[config.mk]
export PLATFORM = sky130hd
export DESIGN_NAME = alu_seq
export DESIGN_NICKNAME = d
export VERILOG_FILES = /design/src/rtl/alu_pkg.sv /design/src/rtl/mul_iter.sv /design/src/rtl/alu_seq.sv
export SDC_FILE = /design/constraint.sdc
export NUM_CORES = 1
export LEC_CHECK = 0
export CORE_MARGIN = 2
export CORE_UTILIZATION = 30
export CTS_CLUSTER_SIZE = 25
export DETAILED_ROUTE_END_ITERATION = 10
export GPL_TIMING_DRIVEN = 0
export SLEW_MARGIN = 20
export SYNTH_ARGS = -nofsm -noshare
export SYNTH_HDL_FRONTEND = slang
export SYNTH_SLANG_ARGS = --single-unit
export TNS_END_PERCENT = 20
[constraint.sdc]
create_clock -name Clock -period 4 [get_ports Clock]
set_input_delay 0.8 -clock Clock [delete_from_list [all_inputs] [get_ports Clock]]
set_output_delay 0.8 -clock Clock [all_outputs]
set_load 0.01 [all_outputs]
[src/rtl/alu_pkg.sv]
// rtl/alu_pkg.sv - shared op, state and flag encodings for alu_seq
package alu_pkg;

    typedef enum logic [2:0] {
        OP_ADD = 3'b000,
        OP_SUB = 3'b001,
        OP_AND = 3'b010,
        OP_OR  = 3'b011,
        OP_XOR = 3'b100,
        OP_SHL = 3'b101,
        OP_SHR = 3'b110,
        OP_MUL = 3'b111
    } op_t;

    typedef enum logic [1:0] {
        ST_IDLE = 2'b00,
        ST_EXEC = 2'b01,
        ST_MUL  = 2'b10,
        ST_DONE = 2'b11
    } state_t;

    localparam int FLAG_N = 3;
    localparam int FLAG_Z = 2;
    localparam int FLAG_C = 1;
    localparam int FLAG_V = 0;

    function automatic logic [3:0] pack_flags(input logic n, input logic z,
                                              input logic c, input logic v);
        logic [3:0] f;
        f         = '0;
        f[FLAG_N] = n;
        f[FLAG_Z] = z;
        f[FLAG_C] = c;
        f[FLAG_V] = v;
        return f;
    endfunction

endpackage

[src/rtl/mul_iter.sv]
// rtl/mul_iter.sv - shift-add multiplier, one multiplier bit per step
module mul_iter #(
    parameter int WIDTH = 16,
    localparam int CW = $clog2(WIDTH) + 1
) (
    input  logic               clk,
    input  logic               rst_n,
    input  logic               load,
    input  logic               step,
    input  logic [WIDTH-1:0]   a,
    input  logic [WIDTH-1:0]   b,
    output logic [CW-1:0]      count,
    output logic [2*WIDTH-1:0] product
);

    logic [2*WIDTH-1:0] acc;
    logic [2*WIDTH-1:0] mcand;
    logic [WIDTH-1:0]   mplier;

    // product includes the current step's partial term, so the final step's
    // value is available to the caller at the same edge that consumes it
    assign product = mplier[0] ? (acc + mcand) : acc;

    always_ff @(posedge clk or negedge rst_n) begin
        if (!rst_n) begin
            acc    <= '0;
            mcand  <= '0;
            mplier <= '0;
            count  <= '0;
        end else if (load) begin
            acc    <= '0;
            mcand  <= {{WIDTH{1'b0}}, a};
            mplier <= b;
            count  <= '0;
        end else if (step) begin
            acc    <= product;
            mcand  <= mcand << 1;
            mplier <= mplier >> 1;
            count  <= count + CW'(1);
        end
    end

endmodule

[src/rtl/alu_seq.sv]
// rtl/alu_seq.sv - sequential ALU with single-cycle ops and iterative multiply
module alu_seq
    import alu_pkg::*;
#(
    parameter int WIDTH  = 16,
    parameter int MUL_EN = 1
) (
    input  logic             Clock,
    input  logic             Resetn,
    input  logic             start,
    input  logic [2:0]       op,
    input  logic [WIDTH-1:0] A,
    input  logic [WIDTH-1:0] Buswires,
    output logic             busy,
    output logic             done,
    output logic [WIDTH-1:0] result,
    output logic [3:0]       flags
);

    localparam int CW  = $clog2(WIDTH) + 1;
    localparam int MSB = WIDTH - 1;

    state_t             state, state_nxt;
    op_t                op_q;
    logic [WIDTH-1:0]   a_q, b_q;
    logic [CW-1:0]      mul_count;
    logic [2*WIDTH-1:0] mul_product;
    logic               mul_last;

    logic [WIDTH:0]     sum;
    logic [WIDTH-1:0]   alu_res, wr_res;
    logic               alu_c, alu_v, wr_c, wr_v, wr_en;

    generate
        if (MUL_EN != 0) begin : g_mul
            mul_iter #(.WIDTH(WIDTH)) u_mul (
                .clk     (Clock),
                .rst_n   (Resetn),
                .load    (state == ST_IDLE && start),
                .step    (state == ST_MUL),
                .a       (A),
                .b       (Buswires),
                .count   (mul_count),
                .product (mul_product)
            );
        end else begin : g_nomul
            assign mul_count   = '0;
            assign mul_product = '0;
        end
    endgenerate

    assign mul_last = (mul_count == CW'(WIDTH - 1));
    assign busy     = (state != ST_IDLE);
    assign done     = (state == ST_DONE);

    always_comb begin
        state_nxt = state;
        case (state)
            ST_IDLE: if (start) state_nxt = (op == OP_MUL && MUL_EN != 0) ? ST_MUL : ST_EXEC;
            ST_EXEC: state_nxt = ST_DONE;
            ST_MUL:  if (mul_last) state_nxt = ST_DONE;
            ST_DONE: state_nxt = ST_IDLE;
            default: state_nxt = ST_IDLE;
        endcase
    end

    always_comb begin
        sum     = '0;
        alu_res = '0;
        alu_c   = 1'b0;
        alu_v   = 1'b0;
        case (op_q)
            OP_ADD: begin
                sum     = {1'b0, a_q} + {1'b0, b_q};
                alu_res = sum[WIDTH-1:0];
                alu_c   = sum[WIDTH];
                alu_v   = (a_q[MSB] == b_q[MSB]) && (alu_res[MSB] != a_q[MSB]);
            end
            OP_SUB: begin
                alu_res = a_q - b_q;
                alu_c   = (a_q >= b_q);
                alu_v   = (a_q[MSB] != b_q[MSB]) && (alu_res[MSB] != a_q[MSB]);
            end
            OP_AND: alu_res = a_q & b_q;
            OP_OR:  alu_res = a_q | b_q;
            OP_XOR: alu_res = a_q ^ b_q;
            OP_SHL: begin
                alu_res = {a_q[WIDTH-2:0], 1'b0};
                alu_c   = a_q[MSB];
            end
            OP_SHR: begin
                alu_res = {1'b0, a_q[WIDTH-1:1]};
                alu_c   = a_q[0];
            end
            // MUL only reaches EXEC when the multiplier is not built
            default: alu_res = '0;
        endcase
    end

    always_comb begin
        wr_en  = (state == ST_EXEC) || (state == ST_MUL && mul_last);
        wr_res = alu_res;
        wr_c   = alu_c;
        wr_v   = alu_v;
        if (state == ST_MUL) begin
            wr_res = mul_product[WIDTH-1:0];
            wr_c   = |mul_product[2*WIDTH-1:WIDTH];
            wr_v   = 1'b0;
        end
    end

    always_ff @(posedge Clock or negedge Resetn) begin
        if (!Resetn) begin
            state  <= ST_IDLE;
            op_q   <= OP_ADD;
            a_q    <= '0;
            b_q    <= '0;
            result <= '0;
            flags  <= '0;
        end else begin
            state <= state_nxt;
            if (state == ST_IDLE && start) begin
                op_q <= op_t'(op);
                a_q  <= A;
                b_q  <= Buswires;
            end
            if (wr_en) begin
                result <= wr_res;
                flags  <= pack_flags(wr_res[MSB], wr_res == '0, wr_c, wr_v);
            end
        end
    end

endmodule

==> results.cfg, run 1 <==
[routing]
vias = 10557
wl_met2_mm = 19.57
wl_met1_mm = 17.11
top_layer = met4
met3_length_mm = 1.945
viasPerCell = 5.606
post_drt_wl_per_cell_um = 21.45
drt-initial-drc-count = 875
wl_mm = 40.40
ant_nets = 0
post-route-drc-count = 0
first_pass_iters = 6

[worst_setup_path]
cp_max_fo = 10
r2r_cells = 10
r2r_setup_slack_ps = 130
critPathRequiredTime_ps = 4380
timing.rr.start = op_q[0]
worstPathArrival_ps = 4250
path_cells = clkbuf_1 -> buf_2 -> buf_1 -> o22ai_1 -> o31ai_2 -> o2111ai_1 -> nor4bb_1 -> nand4_1 -> or4_1 -> o21ai_0
slowest_delay_ps = 580
path_class = flip-flop to flip-flop
cp_top_family = buffers and inverters
critPathLaunchType = flip-flop
cp_slowest_cell = buf_1
path_buf_inv = 3
timing.rr.end = flags[2]
cp-end-kind = flip-flop

[cts]
ctsRootBufferMaster = clkbuf_16
cts_sinks = 141
worstSkewPairLatency_ps = 450
htreeDepth = 4
cts_hold_buf = 0
cts_buffers = 17
max-clock-path-buffers = 2
path_clk_slew_ps = 80
cts_tree = built

[placed_design]
portBuffers = 59
post-place-cells = 1849
dpl.hpwl_mm = 31.04
pre_cts_ws_ps = -295.9
gp_congestion = 0.9780
dpl_cell_area_um2 = 12200

[synth]
syn-num-nets = 1451
synth_area_leaders = dfrtp_1, ha_1, mux2i_1
synth-async-reset-ratio_pct = 100.0
synth_cell_types = 75
synth_cells = 1321
ys_ff_latch = 141
synth_area_per_cell_um2 = 8.319
synth_edf_count = 0
yosysSeqAreaShare_pct = 32.11
ys_warn_count = 0
synth_top_area_share_pct = 32.11
synth_area_um2 = 10990
synth_top_area_cell = dfrtp_1
synth_ff_type = dfrtp_1

[layout]
layout-drive-gt1-share_pct = 5.654
seqCellArea_um2 = 3528
diodes = 0
area_growth_pct = 16.99
fin_area_um2 = 12860
nFillCells = 3794
nets = 1532
fin_cells = 1883
multi_input_area_um2 = 6909
final_cell_mix = nand2_1, dfrtp_1, o21ai_0

[timing]
worst_slack_ps = 129.4
fin_crit_sh_pct = 96.77
setup_viol = 0
rsz0062_at_grt = true
slew-limit-headroom_pct = 34.37
max_freq_ghz = 0.2584
hold_violations = 0
slew_violations = 0
worst_pin_slew_ps = 984.5
hold_ws_ps = 257.3
layout_min_cycle_time_ps = 3871
skew_ps = 16.18

[global_routing]
overflow = 0
grt_max_degree = 92
grt_use_total_pct = 21.24
grt_pass1_vias = 10466
antenna_found_initial = 0
grt_pass1_wl_mm = 62.02

[floorplan]
rows = 70
die_w_um = 195.4
die_area_um2 = 38180
start_util_pct = 30.23
ios = 60
die_h_um = 195.4
core_region_area_um2 = 36350

[power]
power_per_cell_area_nw_per_um2 = 1017
power_mw = 13.08
swShare_pct = 52.39
ir_worst_vdd_v = 0.0004044
p_comb_share_pct = 65.9
p_int_mw = 6.226
leakage_nw = 5.481
seq_power_share_pct = 20.9
p_sw_mw = 6.851
clkPwrFrac_pct = 13.2

[flow_run]
cap_violations = 0

[worst_hold_path]
hold_class = input port to asynchronous set/reset pin

[status]
outcome = complete, no violations
metal layers:
layer	vias up	global-route usage (%)
met5	-	0
met4	0	9.500
met3	90	2.729
met2	350	36.43
met1	5159	26.71
li1	4958	-
stage by stage:
step | util [%] | TNS [ps]
detailed placement | 33.56 | -4858
global placement | 33.47 | -559240
floorplan | - | 0
finish | 35.37 | 0
global route | 35.37 | -5.952
CTS | 35.24 | 0
area by class of cell:
class,count,share of cell area (%)
sequential,141,27.45
buffer,77,2.443
multi-input combinational,1031,53.74
inverter,71,2.073
clock inverter,13,1.197
timing repair buffer,63,5.022
clock buffer,19,3.523
tap,468,4.555
cell families (layout without fill, tap and decap cells):
kind of cell / after synthesis / after routing / synth area share (%)
buf+inv: 149 / 243 / 5.260
simple gates: 405 / 405 / 16.91
flops: 141 / 141 / 32.11
xor+xnor: 30 / 30 / 2.391
fa+ha+maj: 92 / 92 / 10.68
mux: 83 / 83 / 7.606
compound gates: 421 / 421 / 25.05
synthesized netlist by cell type, types with 4 or more instances:
library cell / n
a21oi_1: 108
o21bai_1: 5
or3_1: 10
or2_2: 7
xnor2_1: 19
or4_1: 7
nor2_1: 122
nor3_1: 24
o31a_1: 7
a22oi_1: 6
and3_1: 9
a221oi_1: 11
mux2i_1: 79
ha_1: 89
nand2b_1: 14
o2111ai_1: 6
nand4_1: 15
nor2b_1: 13
mux2_2: 4
a2111oi_0: 4
buf_1: 9
clkbuf_1: 58
nand3_1: 24
o211ai_1: 9
inv_1: 70
a21o_1: 19
nand2_1: 141
buf_2: 8
a22o_1: 6
o21a_1: 7
o22ai_1: 4
o31ai_1: 15
a31oi_1: 10
a221o_1: 6
o21ai_0: 128
xor2_1: 11
a211oi_1: 30
dfrtp_1: 141
o221ai_1: 4
state kept, by name, indices dropped and copies added, names as in the netlist:
name / cells
g_mul.u_mul.mcand: 32
g_mul.u_mul.acc: 32
flags: 3
op_q: 3
state: 2
b_q: 16
g_mul.u_mul.mplier: 16
g_mul.u_mul.count: 5
result: 16
a_q: 16
worst max path at each step:
| stage | from | endpoint | slack, ps | cells past startpoint |
|---|---|---|---|---|
| after floorplan | g_mul.u_mul.mcand[0] | flags[1] | 740 | 11 |
| after global placement | Resetn | g_mul.u_mul.mplier[5] | -3960 | 1 |
| after detailed placement | g_mul.u_mul.mplier[0] | g_mul.u_mul.acc[7] | -300 | 9 |
| after CTS | op_q[0] | flags[2] | 9 | 10 |
| after global routing | g_mul.u_mul.mplier[0] | g_mul.u_mul.acc[7] | -6 | 9 |
| final | op_q[0] | flags[2] | 130 | 10 |
power groups by stage:
| stage | sequential, mW | clock, mW | combinational [mW] |
|---|---|---|---|
| 2_1_floorplan | 2.55 | 0 | 5.85 |
| 3_3_place_gp | 2.74 | 0 | 8.28 |
| 3_5_place_dp | 2.74 | 0 | 8.34 |
| 4_1_cts | 2.73 | 1.74 | 8.40 |
| 5_1_grt | 2.81 | 1.81 | 9.34 |
| 6_report | 2.73 | 1.72 | 8.62 |
timing repair:
item,in CTS,in global routing
hold endpoints to repair,0,0
resized for setup,2,9
pin swaps,0,2
endpoints found under the setup margin,21,3
buffers inserted,0,3
Power figures use the tool's default switching activity.
==> inputs of run 2 (changes only) <==
Settings changed: GPL_ROUTABILITY_DRIVEN set to 0, SKIP_LAST_GASP set to 1.
==> results.cfg, run 2 (same netlist as run 1, synthesis figures left out) <==
[placed_design]
dpl.hpwl_mm = 29.69
portBuffers = 59
pre_cts_ws_ps = -216.7
post-place-cells = 1849

[layout]
layout-drive-gt1-share_pct = 5.371
fin_cells = 1883
nFillCells = 3733
area_growth_pct = 16.86
nets = 1532
diodes = 0
reg.largest.list = g_mul.u_mul.acc: 32 flops, g_mul.u_mul.mcand: 32 flops
final_cell_mix = nand2_1, dfrtp_1, o21ai_0

[timing]
max_freq_ghz = 0.2576
setup_viol = 0
rsz0062_at_grt = true
skew_ps = 9.436
layout_min_cycle_time_ps = 3882
slew_violations = 0
fin_crit_sh_pct = 97.04
hold_violations = 0
worst_pin_slew_ps = 1110
slew-limit-headroom_pct = 25.97
worst_slack_ps = 118.3

[floorplan]
die_w_um = 195.4
die_area_um2 = 38180
core_region_area_um2 = 36350
start_util_pct = 30.23
die_h_um = 195.4
ios = 60
rows = 70

[power]
p_comb_share_pct = 66.1
seq_power_share_pct = 20.9
p_int_mw = 6.211
clkPwrFrac_pct = 13.0
power_per_cell_area_nw_per_um2 = 1012
p_sw_mw = 6.788
leakage_nw = 5.464
swShare_pct = 52.22
ir_worst_vdd_v = 0.0004451

[global_routing]
grt_use_total_pct = 20.58
grt_pass1_vias = 10498
grt_pass1_wl_mm = 60.48
grt_max_degree = 92
antenna_found_initial = 0
overflow = 0

[cts]
cts_sinks = 141
cts_tree = built
cts_buffers = 17
ctsRootBufferMaster = clkbuf_16
worstSkewPairLatency_ps = 450
path_clk_slew_ps = 70
htreeDepth = 4
max-clock-path-buffers = 2

[worst_setup_path]
worstPathArrival_ps = 4260
timing.rr.end = flags[2]
cp_slowest_cell = or4_1
cp_top_family = compound AO/OA/AOI/OAI gates
critPathLaunchType = flip-flop
timing.rr.start = a_q[1]
cp_max_fo = 6
path_class = flip-flop to flip-flop
critPathRequiredTime_ps = 4380
cp-end-kind = flip-flop
crit_cells = 11
path_buf_inv = 1
slowest_delay_ps = 520
path_cells = inv_1 -> ha_1 -> o21bai_1 -> a21oi_1 -> a221o_1 -> a221oi_1 -> a21o_1 -> nor4bb_1 -> nand4_1 -> or4_1 -> o21ai_0
r2r_setup_slack_ps = 120
r2r_cells = 11

[status]
outcome = complete, no violations

[routing]
vias = 10751
wl_met1_mm = 16.30
drt-initial-drc-count = 1059
post-route-drc-count = 0
ant_nets = 0
wl_met2_mm = 18.59
top_layer = met4
first_pass_iters = 7
wl_mm = 39.31
post_drt_wl_per_cell_um = 20.88
met3_length_mm = 2.392
viasPerCell = 5.710

[worst_hold_path]
hold_class = input port to asynchronous set/reset pin

[flow_run]
cap_violations = 0
==> run 2: power by group through the flow <==
stage	sequential (mW)	combinational, mW	clock (mW)
detailed placement	2.72	8.25	0
global route	2.80	9.34	1.77
floorplan	2.55	5.85	0
finish	2.71	8.59	1.69
global placement	2.72	8.13	0
CTS	2.71	8.32	1.71
==> run 2: worst max-delay path by stage <==
stage | startpoint | to | slack (ps)
2_1_floorplan | g_mul.u_mul.mcand[0] | flags[1] | 740
3_3_place_gp | Resetn | g_mul.u_mul.mplier[5] | -3910
3_5_place_dp | g_mul.u_mul.mplier[0] | g_mul.u_mul.acc[7] | -220
4_1_cts | g_mul.u_mul.mcand[0] | flags[1] | -20
5_1_grt | a_q[1] | flags[2] | -20
6_report | a_q[1] | flags[2] | 120
==> run 2: per-layer routing <==
| metal | global-route usage (%) | up-vias |
|---|---|---|
| met1 | 25.97 | 5236 |
| met4 | 10.63 | 0 |
| li1 | - | 4942 |
| met2 | 34.07 | 468 |
| met3 | 3.230 | 105 |
| met5 | 0 | - |
==> run 2: repair_timing <==
| action | CTS | global route |
|---|---|---|
| gates resized for setup | 1 | 8 |
| setup buffers | 0 | 3 |
| hold buffers | 0 | 0 |
| pin swaps | 0 | 2 |
| endpoints found under the setup margin | 21 | 16 |
==> run 2: stage by stage <==
step | setup TNS [ps] | total power [mW] | hold slack (ps) | area [um^2] | util [%]
after floorplan | 0 | 8.399 | 445.6 | 10990 | -
after global placement | -551250 | 10.85 | 458.3 | 12170 | 33.47
after detailed placement | -2895 | 10.98 | 476.7 | 12200 | 33.56
after CTS | -18.96 | 12.73 | 273.4 | 12800 | 35.21
after global routing | -20.81 | 13.90 | 292.6 | 12840 | 35.33
final | 0 | 13.00 | 246.8 | 12840 | 35.33
==> run 2: cell type report <==
cell class | instances | area, um^2 | area share [%]
Multi-Input combinational cell | 1031 | 6905 | 53.77
Sequential cell | 141 | 3528 | 27.47
Buffer | 77 | 311.5 | 2.426
Inverter | 71 | 266.5 | 2.075
Clock buffer | 19 | 442.9 | 3.449
Tap cell | 468 | 585.6 | 4.560
Timing Repair Buffer | 63 | 645.6 | 5.027
Clock inverter | 13 | 156.4 | 1.218
==> inputs of run 3 (changes only) <==
==> constraint.sdc (replaced) <==
create_clock -name Clock -period 4 [get_ports Clock]
set_input_delay 0.4 -clock Clock [delete_from_list [all_inputs] [get_ports Clock]]
set_output_delay 0.4 -clock Clock [all_outputs]
set_load 0.01 [all_outputs]
==> results.cfg, run 3 (same netlist as run 1, synthesis figures left out) <==
[layout]
reg.largest.list = g_mul.u_mul.acc: 32 flops, g_mul.u_mul.mcand: 32 flops
final_cell_mix = nand2_1, dfrtp_1, o21ai_0
layout-drive-gt1-share_pct = 5.367
area_growth_pct = 16.95
fin_util_pct = 35.36
nFillCells = 3734
seqCellArea_um2 = 3528
nets = 1533
diodes = 0
fin_area_um2 = 12850
multi_input_area_um2 = 6905

[floorplan]
rows = 70
core_region_area_um2 = 36350
die_area_um2 = 38180
die_h_um = 195.4
start_util_pct = 30.23
ios = 60
die_w_um = 195.4

[cts]
ctsRootBufferMaster = clkbuf_16
worstSkewPairLatency_ps = 460
cts_tree = built
cts_sinks = 141
htreeDepth = 4
max-clock-path-buffers = 2
path_clk_slew_ps = 70
cts_buffers = 17

[timing]
max_freq_ghz = 0.2566
layout_min_cycle_time_ps = 3897
setup_viol = 0
rsz0062_at_grt = true
skew_ps = 11.03
hold_violations = 0
fin_tns_setup_ps = 0
worst_pin_slew_ps = 1118
hold_ws_ps = 452.9
slew-limit-headroom_pct = 25.47
slew_violations = 0
fin_crit_sh_pct = 97.42

[routing]
drt-initial-drc-count = 1092
first_pass_iters = 7
post-route-drc-count = 0
post_drt_wl_per_cell_um = 20.82
viasPerCell = 5.688
vias = 10717
wl_mm = 39.23
ant_nets = 0

[global_routing]
overflow = 0
grt_pass1_wl_mm = 60.48
grt_max_degree = 92
antenna_found_initial = 0
grt_pass1_vias = 10498
grt_use_total_pct = 20.58

[worst_setup_path]
cp_slowest_cell = or4_1
cp-end-kind = flip-flop
path_class = flip-flop to flip-flop
slowest_delay_ps = 520
worstPathArrival_ps = 4280
cp_top_family = compound AO/OA/AOI/OAI gates
path_cells = inv_1 -> ha_1 -> o21bai_1 -> a21oi_1 -> a221o_1 -> a221oi_1 -> a21o_1 -> nor4bb_1 -> nand4_1 -> or4_1 -> o21ai_0
critPathLaunchType = flip-flop
cp_max_fo = 6
critPathRequiredTime_ps = 4380
path_buf_inv = 1

[power]
clkPwrFrac_pct = 13.0
leakage_nw = 5.468
swShare_pct = 52.18
seq_power_share_pct = 20.9
p_comb_share_pct = 66.0
power_mw = 12.99
ir_worst_vdd_v = 0.0004449
power_per_cell_area_nw_per_um2 = 1011
p_int_mw = 6.211
p_sw_mw = 6.777

[status]
outcome = complete, no violations

[flow_run]
cap_violations = 0

[placed_design]
dpl_cell_area_um2 = 12200
portBuffers = 59
dpl.hpwl_mm = 29.69

[worst_hold_path]
hold_class = input port to asynchronous set/reset pin
[run 3: changes by cell type in the layout (fill, tap and decap cells not counted)]
cell	before	now
dlygate4sd3_1	0	1
[run 3: cell type report]
class	instances	area share (%)
Multi-Input combinational cell	1031	53.73
Sequential cell	141	27.45
Timing Repair Buffer	64	5.101
Tap cell	468	4.556
Clock buffer	19	3.446
Buffer	77	2.424
Inverter	71	2.074
Clock inverter	13	1.217
[run 3: power groups by stage]
stage	Clock [mW]	Combinational [mW]	Sequential, mW
floorplan	0	5.85	2.55
global placement	0	8.13	2.72
detailed placement	0	8.25	2.72
CTS	1.71	8.32	2.71
global route	1.77	9.34	2.80
finish	1.69	8.58	2.72
[run 3: what timing repair did]
action | in CTS | in global routing
endpoints found under the setup margin | 21 | 16
hold buffers | 1 | 0
endpoints found under the hold margin | 50 | 0
gates cloned | 0 | 0
pin swaps | 0 | 2
resized for setup | 1 | 8
setup buffers | 0 | 3
[run 3: through the flow]
stage               worst slack (ps)  std cells
global route                  -20.81       1884
detailed placement            -216.7       1849
finish                         103.3       1884
CTS                           -18.96       1882
floorplan                      740.1       1321
global placement               -3507       1848
[run 3: worst paths after layout]
check	cells past startpoint	endpoint	start	slack (ps)
worst min-delay path	2	g_mul.u_mul.acc[16]	Resetn	450
worst max-delay path	11	flags[2]	a_q[1]	100
min in group Clock	2	result[7]	result[7]	490
max in group asynchronous	3	g_mul.u_mul.count[2]	Resetn	2700
worst min register to register	2	result[7]	result[7]	490
worst max register to register	11	flags[2]	a_q[1]	100
[run 3: metal layers]
metal / vias up / wire length [um] / global-route usage (%)
met5: - / 0 / 0
met2: 459 / 18460 / 34.07
met4: 0 / 2167 / 10.63
met3: 126 / 2476 / 3.230
met1: 5189 / 16120 / 25.97
li1: 4943 / - / -
